--- src/rtl/z16_wb_pkg.sv ---
// Shared types and constants for the Z16 write-back unit.
// Optional bypass outputs are enabled by defining Z16_WB_BYPASS_EN.
package z16_wb_pkg;

    localparam int REG_ADDR_W = 4;
    localparam int DATA_W     = 16;
    localparam int NUM_REGS   = 16;

    localparam logic [REG_ADDR_W-1:0] REG_ZERO = 4'h0;

    typedef logic [REG_ADDR_W-1:0] reg_addr_t;
    typedef logic [DATA_W-1:0]     reg_data_t;
    typedef logic [NUM_REGS-1:0]   reg_vec_t;

    typedef struct packed {
        reg_addr_t addr;
        reg_data_t data;
        logic      we;
    } wr_req_t;

    // r0 is hardwired, so it never gets a scoreboard bit.
    function automatic reg_vec_t reg_onehot(input reg_addr_t a);
        reg_vec_t r;
        r = '0;
        if (a != REG_ZERO) begin
            r[a] = 1'b1;
        end
        return r;
    endfunction

endpackage

--- src/rtl/z16_wb_load_queue.sv ---
// In-order FIFO of destination addresses for loads in flight.
// Part of z16_writeback_unit (optional bypass: Z16_WB_BYPASS_EN).
module z16_wb_load_queue
    import z16_wb_pkg::*;
#(
    parameter int DEPTH = 2
) (
    input  logic                  i_clk,
    input  logic                  i_rst,
    input  logic                  i_push,
    input  logic [REG_ADDR_W-1:0] i_push_addr,
    input  logic                  i_pop,
    output logic                  o_full,
    output logic                  o_empty,
    output logic [REG_ADDR_W-1:0] o_head
);

    localparam int PTR_W = (DEPTH > 1) ? $clog2(DEPTH) : 1;
    localparam int CNT_W = $clog2(DEPTH + 1);
    localparam logic [PTR_W-1:0] PTR_LAST = PTR_W'(DEPTH - 1);
    localparam logic [CNT_W-1:0] CNT_FULL = CNT_W'(DEPTH);

    reg_addr_t        mem [2**PTR_W];
    logic [PTR_W-1:0] wr_ptr;
    logic [PTR_W-1:0] rd_ptr;
    logic [CNT_W-1:0] cnt;
    logic             do_push;
    logic             do_pop;

    assign o_full  = (cnt == CNT_FULL);
    assign o_empty = (cnt == '0);
    assign o_head  = mem[rd_ptr];

    assign do_push = i_push && !o_full;
    assign do_pop  = i_pop && !o_empty;

    function automatic logic [PTR_W-1:0] ptr_inc(input logic [PTR_W-1:0] p);
        return (p == PTR_LAST) ? '0 : p + 1'b1;
    endfunction

    always_ff @(posedge i_clk or posedge i_rst) begin
        if (i_rst) begin
            wr_ptr <= '0;
            rd_ptr <= '0;
            cnt    <= '0;
        end else begin
            if (do_push) begin
                wr_ptr <= ptr_inc(wr_ptr);
            end
            if (do_pop) begin
                rd_ptr <= ptr_inc(rd_ptr);
            end
            case ({do_push, do_pop})
                2'b10:   cnt <= cnt + 1'b1;
                2'b01:   cnt <= cnt - 1'b1;
                default: cnt <= cnt;
            endcase
        end
    end

    always_ff @(posedge i_clk) begin
        if (do_push) begin
            mem[wr_ptr] <= i_push_addr;
        end
    end

endmodule

--- src/rtl/z16_writeback_unit.sv ---
// Register-file write master: merges ALU and load results, tracks busy regs.
// Define Z16_WB_BYPASS_EN to add commit-stage forwarding outputs.
module z16_writeback_unit
    import z16_wb_pkg::*;
#(
    parameter int LD_DEPTH = 2
) (
    input  logic        i_clk,
    input  logic        i_rst,
    input  logic        i_alu_valid,
    input  logic [3:0]  i_alu_rd_addr,
    input  logic [15:0] i_alu_data,
    output logic        o_alu_ready,
    input  logic        i_ld_issue_valid,
    input  logic [3:0]  i_ld_rd_addr,
    output logic        o_ld_issue_ready,
    input  logic        i_ld_resp_valid,
    input  logic [15:0] i_ld_resp_data,
    output logic        o_ld_resp_ready,
    output logic [3:0]  o_rd_addr,
    output logic        o_rd_we,
    output logic [15:0] o_rd_data,
    input  logic [3:0]  i_rs1_addr,
    input  logic [3:0]  i_rs2_addr,
    output logic        o_rs1_busy,
    output logic        o_rs2_busy,
    output logic [15:0] o_busy
`ifdef Z16_WB_BYPASS_EN
    ,
    output logic        o_rs1_fwd,
    output logic        o_rs2_fwd,
    output logic [15:0] o_fwd_data
`endif
);

    wr_req_t   wr_q;
    wr_req_t   wr_d;
    logic      wr_ld_q;
    logic      wr_ld_d;
    reg_vec_t  busy_q;
    reg_vec_t  busy_d;
    reg_vec_t  set_vec;
    reg_vec_t  clr_vec;

    logic      q_full;
    logic      q_empty;
    reg_addr_t q_head;

    logic      commit_hit;
    logic      issue_acc;
    logic      resp_acc;
    logic      alu_acc;

    z16_wb_load_queue #(
        .DEPTH (LD_DEPTH)
    ) u_ldq (
        .i_clk       (i_clk),
        .i_rst       (i_rst),
        .i_push      (issue_acc),
        .i_push_addr (i_ld_rd_addr),
        .i_pop       (resp_acc),
        .o_full      (q_full),
        .o_empty     (q_empty),
        .o_head      (q_head)
    );

    // A new load must not target a register whose write is landing now.
    assign commit_hit = wr_q.we && (wr_q.addr == i_ld_rd_addr);

    assign o_ld_issue_ready = !i_rst && !q_full
                            && !busy_q[i_ld_rd_addr] && !commit_hit;
    assign o_ld_resp_ready  = !i_rst && !q_empty;

    assign issue_acc = i_ld_issue_valid && o_ld_issue_ready;
    assign resp_acc  = i_ld_resp_valid && o_ld_resp_ready;

    // Busy check keeps an ALU write from overtaking an older load (WAW).
    assign o_alu_ready = !i_rst && !resp_acc && !busy_q[i_alu_rd_addr];
    assign alu_acc     = i_alu_valid && o_alu_ready;

    always_comb begin
        wr_d    = wr_q;
        wr_d.we = 1'b0;
        wr_ld_d = 1'b0;
        unique case (1'b1)
            resp_acc: begin
                wr_d.addr = q_head;
                wr_d.data = i_ld_resp_data;
                wr_d.we   = (q_head != REG_ZERO);
                wr_ld_d   = 1'b1;
            end
            alu_acc: begin
                wr_d.addr = i_alu_rd_addr;
                wr_d.data = i_alu_data;
                wr_d.we   = (i_alu_rd_addr != REG_ZERO);
            end
            default: begin
            end
        endcase
    end

    always_comb begin
        set_vec = issue_acc ? reg_onehot(i_ld_rd_addr) : '0;
        clr_vec = (wr_q.we && wr_ld_q) ? reg_onehot(wr_q.addr) : '0;
        busy_d  = (busy_q & ~clr_vec) | set_vec;
    end

    always_ff @(posedge i_clk or posedge i_rst) begin
        if (i_rst) begin
            wr_q    <= '0;
            wr_ld_q <= 1'b0;
            busy_q  <= '0;
        end else begin
            wr_q    <= wr_d;
            wr_ld_q <= wr_ld_d;
            busy_q  <= busy_d;
        end
    end

    assign o_rd_addr = wr_q.addr;
    assign o_rd_we   = wr_q.we;
    assign o_rd_data = wr_q.data;
    assign o_busy    = busy_q;

`ifdef Z16_WB_BYPASS_EN
    assign o_rs1_fwd  = wr_q.we && (wr_q.addr == i_rs1_addr)
                      && (i_rs1_addr != REG_ZERO);
    assign o_rs2_fwd  = wr_q.we && (wr_q.addr == i_rs2_addr)
                      && (i_rs2_addr != REG_ZERO);
    assign o_fwd_data = wr_q.data;
    assign o_rs1_busy = busy_q[i_rs1_addr] && !o_rs1_fwd;
    assign o_rs2_busy = busy_q[i_rs2_addr] && !o_rs2_fwd;
`else
    assign o_rs1_busy = busy_q[i_rs1_addr];
    assign o_rs2_busy = busy_q[i_rs2_addr];
`endif

endmodule

--- config.mk ---
export PLATFORM = sky130hd
export DESIGN_NAME = z16_writeback_unit
export DESIGN_NICKNAME = d
export VERILOG_FILES = /design/src/rtl/z16_wb_pkg.sv /design/src/rtl/z16_wb_load_queue.sv /design/src/rtl/z16_writeback_unit.sv
export SDC_FILE = /design/constraint.sdc
export NUM_CORES = 1
export LEC_CHECK = 0
export BUFFER_PORTS_ARGS = -buffer_cell sky130_fd_sc_hd__buf_2
export CAP_MARGIN = 5
export CORE_ASPECT_RATIO = 1.2
export CORE_MARGIN = 3
export CORE_UTILIZATION = 46
export DETAILED_ROUTE_END_ITERATION = 8
export PLACE_DENSITY = 0.86
export RECOVER_POWER = 100
export REMOVE_ABC_BUFFERS = 1
export SYNTH_ARGS = -nofsm -noshare
export SYNTH_HDL_FRONTEND = slang
export SYNTH_SLANG_ARGS = --single-unit
export TNS_END_PERCENT = 50
--- constraint.sdc ---
create_clock -name i_clk -period 3.5 [get_ports i_clk]
set_clock_uncertainty 0.05 [all_clocks]
set_input_delay 0 -clock i_clk [delete_from_list [all_inputs] [get_ports i_clk]]
set_output_delay 0 -clock i_clk [all_outputs]
set_load 0.05 [all_outputs]
==> results of run 1 <==
[cells by family after synthesis]
group,count (synthesis),synth area share
fa+ha+maj,1,0.00441
other cells,1,0.00132
xor+xnor,6,0.0185
buf+inv,22,0.0454
flops,49,0.446
compound gates,71,0.211
mux,28,0.153
simple gates,63,0.120
[registers in the layout, indices dropped and copies added (netlist names)]
register and flops:
o_rd_data 16, o_busy 15, u_ldq.cnt 2, o_rd_addr 4
u_ldq.wr_ptr 1, u_ldq.mem 8, u_ldq.rd_ptr 1, wr_ld_q 1
o_rd_we 1
[layout make-up]
class | count | area (sq um)
fillers | 467 | 2210
multi-input cells | 170 | 1390
flip-flops and latches | 49 | 1270
repair buffers | 126 | 729
well taps | 80 | 100
clock buffers | 6 | 72.6
inverters | 9 | 33.8
clock inverters | 2 | 15.0
[power groups by stage]
stage / Clock, W / Combinational (W) / Sequential (W)
global route: 0.000356 / 0.00169 / 0.00108
floorplan: 0 / 0.000572 / 0.00158
detailed placement: 0 / 0.00155 / 0.00104
global placement: 0 / 0.00151 / 0.00104
finish: 0.000332 / 0.00161 / 0.00107
CTS: 0.000333 / 0.00166 / 0.00104
[worst max-delay path, stage by stage (launching register included)]
cell           delay [ps]
dfrtp_1               440
nor2_1                120
nor2_1                 50
buf_4                 200
nand2_1               210
inv_1                 200
nor3_2                990
a221o_1               270
dlygate4sd3_1         580
[through the flow]
step / hold WS (ps) / instances / cell area [sq um] / util
global placement: 172 / 403 / 3320 / 0.571
detailed placement: 179 / 403 / 3320 / 0.571
finish: 0.222 / 442 / 3610 / 0.620
floorplan: 47.9 / 228 / 2740 / -
CTS: 0.224 / 442 / 3720 / 0.639
global route: 10.2 / 442 / 3610 / 0.620
[synth_stat cells, types with 2 or more instances]
cell type,instances,area share
mux2i_1,13,0.046
xnor2_1,6,0.019
buf_4,4,0.011
clkbuf_1,4,0.0053
mux2_2,3,0.012
nand2_1,15,0.020
inv_1,6,0.0079
and3_1,17,0.037
o41ai_1,8,0.025
a221o_1,18,0.064
a31oi_1,3,0.0066
nand2b_1,5,0.011
nor2b_1,2,0.0044
mux4_2,12,0.095
buf_6,4,0.016
nor2_1,11,0.015
edfxtp_1,8,0.085
o21ai_0,22,0.039
nand4_1,2,0.0044
a21oi_1,2,0.0035
a22oi_1,2,0.0053
dfrtp_1,41,0.36
o41ai_2,6,0.034
inv_2,2,0.0026
[final timing paths]
path | from | to | slack (ps) | cells after the start
setup reg to reg | u_ldq.cnt[0]$_DFFE_PP0P_ | o_rd_data[2]$_DFFE_PP0P_ | 330 | 8
hold / removal | i_ld_resp_data[14] | o_rd_data[14]$_DFFE_PP0P_ | 0.2 | 3
setup / recovery | u_ldq.cnt[0]$_DFFE_PP0P_ | o_rd_data[2]$_DFFE_PP0P_ | 330 | 8
min in group asynchronous | i_rst | o_rd_data[2]$_DFFE_PP0P_ | 1140 | 4
max in group asynchronous | i_rst | o_busy[10]$_DFF_PP0_ | 1040 | 4
hold reg to reg | o_rd_data[12]$_DFFE_PP0P_ | o_rd_data[12]$_DFFE_PP0P_ | 480 | 1
[routing by layer]
layer  global-route usage  vias to the layer above  share of wire
li1                     -                     1195              -
met1                0.297                     1331           0.35
met2                0.429                      203           0.52
met3               0.0432                       51          0.091
met4                0.135                        0          0.044
met5                    0                        -              0
==> impl_results.md, run 1 <==
- CTS tree: done
- Async SR Flop Fraction: 0.837
- Drt drc: 0
- Core Box Area: 0.00582 sq mm
- Crit path max fanout: 18
- Maximum clock path buffer count: 2
- Final hold violation count: 0
- Setup Buffers After CTS: 0
- Fraction of layout cells with a size suffix above 1: 0.207
- Most common cell after layout, fill and taps aside: clkbuf_1
- Switching Fraction: 0.520
- Clk Latency, worst-skew pair: 310 ps
- # port buffers: 93
- First-pass DRT Iterations: 5
- Worst path required time: 3690 ps
- Post-place setup slack: 970 ps
- Slew headroom: -0.415
- # rows: 30
- Post-Syn Instances: 241
- Syn_area_per_cell: 11.8 sq um
- Antenna Nets Post-Route: 0
- Final HPWL DP: 5730 microns
- Initial DRC count: 216
- Cell variety after synth: 49
- Register bit total from synthesis: 49
- Classification of the worst-slack hold path: in2reg
- Post-synth EDFFs: 8
- Post-route minimum period: 3170 ps
- Slew Limit Fails: 42
- Antenna violations before repair: 0
- Vias in the first global route: 2799
- Tightest Pin Transition: 2120 ps
- Max Cap Viol: 1
- CP Capture Type: register
- Ys flop type: dfrtp_1
- Final number of setup-violating endpoints: 0
- LEAKAGE: 1.49 nW
- Final worst-path cycle share: 0.907
- Routed via count: 2780
- Clock root buffer: clkbuf_8
- Clk slew on worst S/H paths: 90 ps
- Grt total ovfl: 0
- Seq pwr share: 0.355
- Combinational share of power: 0.534
- Worst IR Drop VDD: 0.530 mV
- Num CTS Buffers: 5
- WS Path Type: reg2reg
- Post-CTS sizing: 0
- Via/cell ratio: 6.29
- Post-Syn Area: 0.00284 sq mm
- RSZ-0062 raised after global routing: no
- Pwr dens: 833 mW/mm^2
- Die X-Extent: 77.7 microns
- Crit start category: register
- Net Switching: 0.00156 W
- CTS HTree Levels: 2
- Status: finished with violations
- Post-synthesis sequential area ratio: 0.446
- Routed wire per std cell: 20.2 microns
- Routability congestion estimate: 0.950
- YS warnings: 0
- Post-cts hold buffer count: 31
- Global-route wire length before repair: 14000 microns
- Setup TNS: 0 ps
- Diode count: 0
- Final Worst Setup Slack: 326 ps
- Total GRT Usage: 0.251
- Most frequent cells in the layout: 48 x clkbuf_1, 47 x buf_2, 41 x dfrtp_1
- Initial Util: 0.488
- Die height: 92.0 microns
- Fin nets: 415
- Failing checks: max-capacitance violations, max-slew violations
- Final wirelength: 8930 microns
- WP data arrival: 3370 ps
- P_int: 0.00144 W
- Ports: 95
- Clk sink count: 49
- Die area: 0.00715 sq mm
- Clock Power Share: 0.110
- Design Power: 0.00301 W
- Fmax: 0.315 GHz
- Largest net degree at the start of global routing: 42
- Area growth from synthesis to layout: 27.2%
Note: power is estimated with default switching activity, not from simulation.
==> inputs of run 2 (changes only) <==
--- a/config.mk
+++ b/config.mk
@@ -10,6 +10,7 @@
 export CORE_ASPECT_RATIO = 1.2
 export CORE_MARGIN = 3
 export CORE_UTILIZATION = 46
+export CTS_BUF_LIST = sky130_fd_sc_hd__clkbuf_16
 export DETAILED_ROUTE_END_ITERATION = 8
 export PLACE_DENSITY = 0.86
 export RECOVER_POWER = 100
==> impl_results.md, run 2 (synthesis results as in run 1) <==
- Routed wire per std cell: 20.2 microns
- Worst path most repeated cell: dlygate4sd3_1
- Fin nets: 410
- Antenna violations before repair: 0
- Slew headroom: -0.422
- Routing usage on met1: 0.297
- RSZ-0062 raised after global routing: no
- Slowest-stage cell, CP: nor3_2
- Failing checks: max-capacitance violations, max-slew violations
- Antenna Nets Post-Route: 0
- Maximum clock path buffer count: 2
- Crit start category: input port
- Clk Latency, worst-skew pair: 290 ps
- Grt total ovfl: 0
- Setup Buffers After CTS: 0
- Most frequent cells in the layout: 47 x buf_2, 47 x clkbuf_1, 41 x dfrtp_1
- Clk sink count: 49
- Num CTS Buffers: 5
- Final core utilization: 0.621
- Diode count: 0
- CP Capture Type: register
- Worst path required time: 3680 ps
- Die X-Extent: 77.7 microns
- LEAKAGE: 1.49 nW
- Ports: 95
- Design Power: 0.00310 W
- Final number of setup-violating endpoints: 0
- Routability congestion estimate: 0.950
- Number of flip-flops in the largest register: 16
- Core Box Area: 0.00582 sq mm
- Final HPWL DP: 5730 microns
- CTS tree: done
- Largest net degree at the start of global routing: 42
- Classification of the worst-slack hold path: in2reg
- Clock root buffer: clkbuf_16
- Status: finished with violations
- WP data arrival: 3350 ps
- Clk slew on worst S/H paths: 70 ps
- Met2 Use GR: 0.438
- Crit-path cells: dlygate4sd3_1 -> clkbuf_1 -> nor2_1 -> buf_4 -> nand2_1 -> inv_1 -> nor3_2 -> a221o_1 -> dlygate4sd3_1
- Die height: 92.0 microns
- Worst IR Drop VDD: 0.675 mV
- CTS HTree Levels: 2
- Final hold violation count: 0
- Vias in the first global route: 2742
- Routed via count: 2707
- Total GRT Usage: 0.250
- Final wirelength: 8830 microns
- # rows: 30
- Global-route wire length before repair: 13900 microns
- Tightest Pin Transition: 2130 ps
- Via/cell ratio: 6.19
- Die area: 0.00715 sq mm
- Final worst-path cycle share: 0.906
- Grt peak-use layer: met2
- Slew Limit Fails: 42
- Post-route minimum period: 3170 ps
- # port buffers: 93
- Initial Util: 0.488
- Crit path max fanout: 18
- Worst stage delay on the critical path: 980 ps
- WS Path Type: in2reg
- Setup TNS: 0 ps
- First-pass DRT Iterations: 6
- Drt drc: 0
- M3 GR Usage: 0.0432
- Area growth from synthesis to layout: 27.4%
- Fmax: 0.315 GHz
- Pwr dens: 858 mW/mm^2
- Max Cap Viol: 1
- Fraction of layout cells with a size suffix above 1: 0.210
- Initial DRC count: 239
run 2: worst paths after layout:
kind                                          startpoint                         to  slack (ps)  depth (start not counted)
worst min-delay path                   i_ld_resp_data[6]   o_rd_data[6]$_DFFE_PP0P_           7                          3
max in group asynchronous                          i_rst        o_busy[5]$_DFF_PP0_        1050                          4
worst min register to register  u_ldq.wr_ptr$_DFFE_PP0P_   u_ldq.wr_ptr$_DFFE_PP0P_         460                          1
min in group asynchronous                          i_rst  o_rd_data[15]$_DFFE_PP0P_        1130                          4
worst max register to register  u_ldq.cnt[0]$_DFFE_PP0P_  o_rd_data[10]$_DFFE_PP0P_         360                          8
worst max-delay path                               i_rst  o_rd_data[10]$_DFFE_PP0P_         330                          9
run 2: cell type report:
cell class                      instances  area, sq um
Fill cell                             464         2200
Timing Repair Buffer                  121          679
Multi-Input combinational cell        170         1390
Tap cell                               80          100
Clock inverter                          3         18.8
Clock buffer                            5          125
Inverter                                9         33.8
Sequential cell                        49         1270
run 2: power by group:
group	leakage, nW	internal [W]	switching [W]	total [W]
sequential	0.533	0.000783	0.000285	0.00107
combinational	0.893	0.000488	0.00108	0.00156
clock	0.0672	0.000262	0.000207	0.000469
total	1.49	0.00153	0.00157	0.00310
run 2: per-layer routing:
metal  wire length (microns)  part of all wire  vias to the layer above
met4                     193             0.022                        0
met2                    4720              0.53                      175
met3                     708             0.080                       24
li1                        -                 -                     1183
met5                       0                 0                        -
met1                    3210              0.36                     1325
run 2: metrics by stage:
step                instances  setup slack [ps]  hold WS, ps  instance area [sq um]
floorplan                 228               861         47.9                   2740
detailed placement        403               970          179                   3320
finish                    437               329         6.96                   3610
global placement          403              1080          172                   3320
global route              437               207         1.82                   3610
CTS                       437               471        0.551                   3730
run 2: worst max-delay path, delay by kind of cell:
kind	cells	cell delay [ps]
AO/OA/AOI/OAI	1	300
buffers and inverters	5	1760
AND/OR/NAND/NOR	3	1290
run 2: repair_timing:
item                                   CTS  global route
endpoints found under the hold margin   61             0
hold buffers                            26             0
gates resized for setup                  0             0
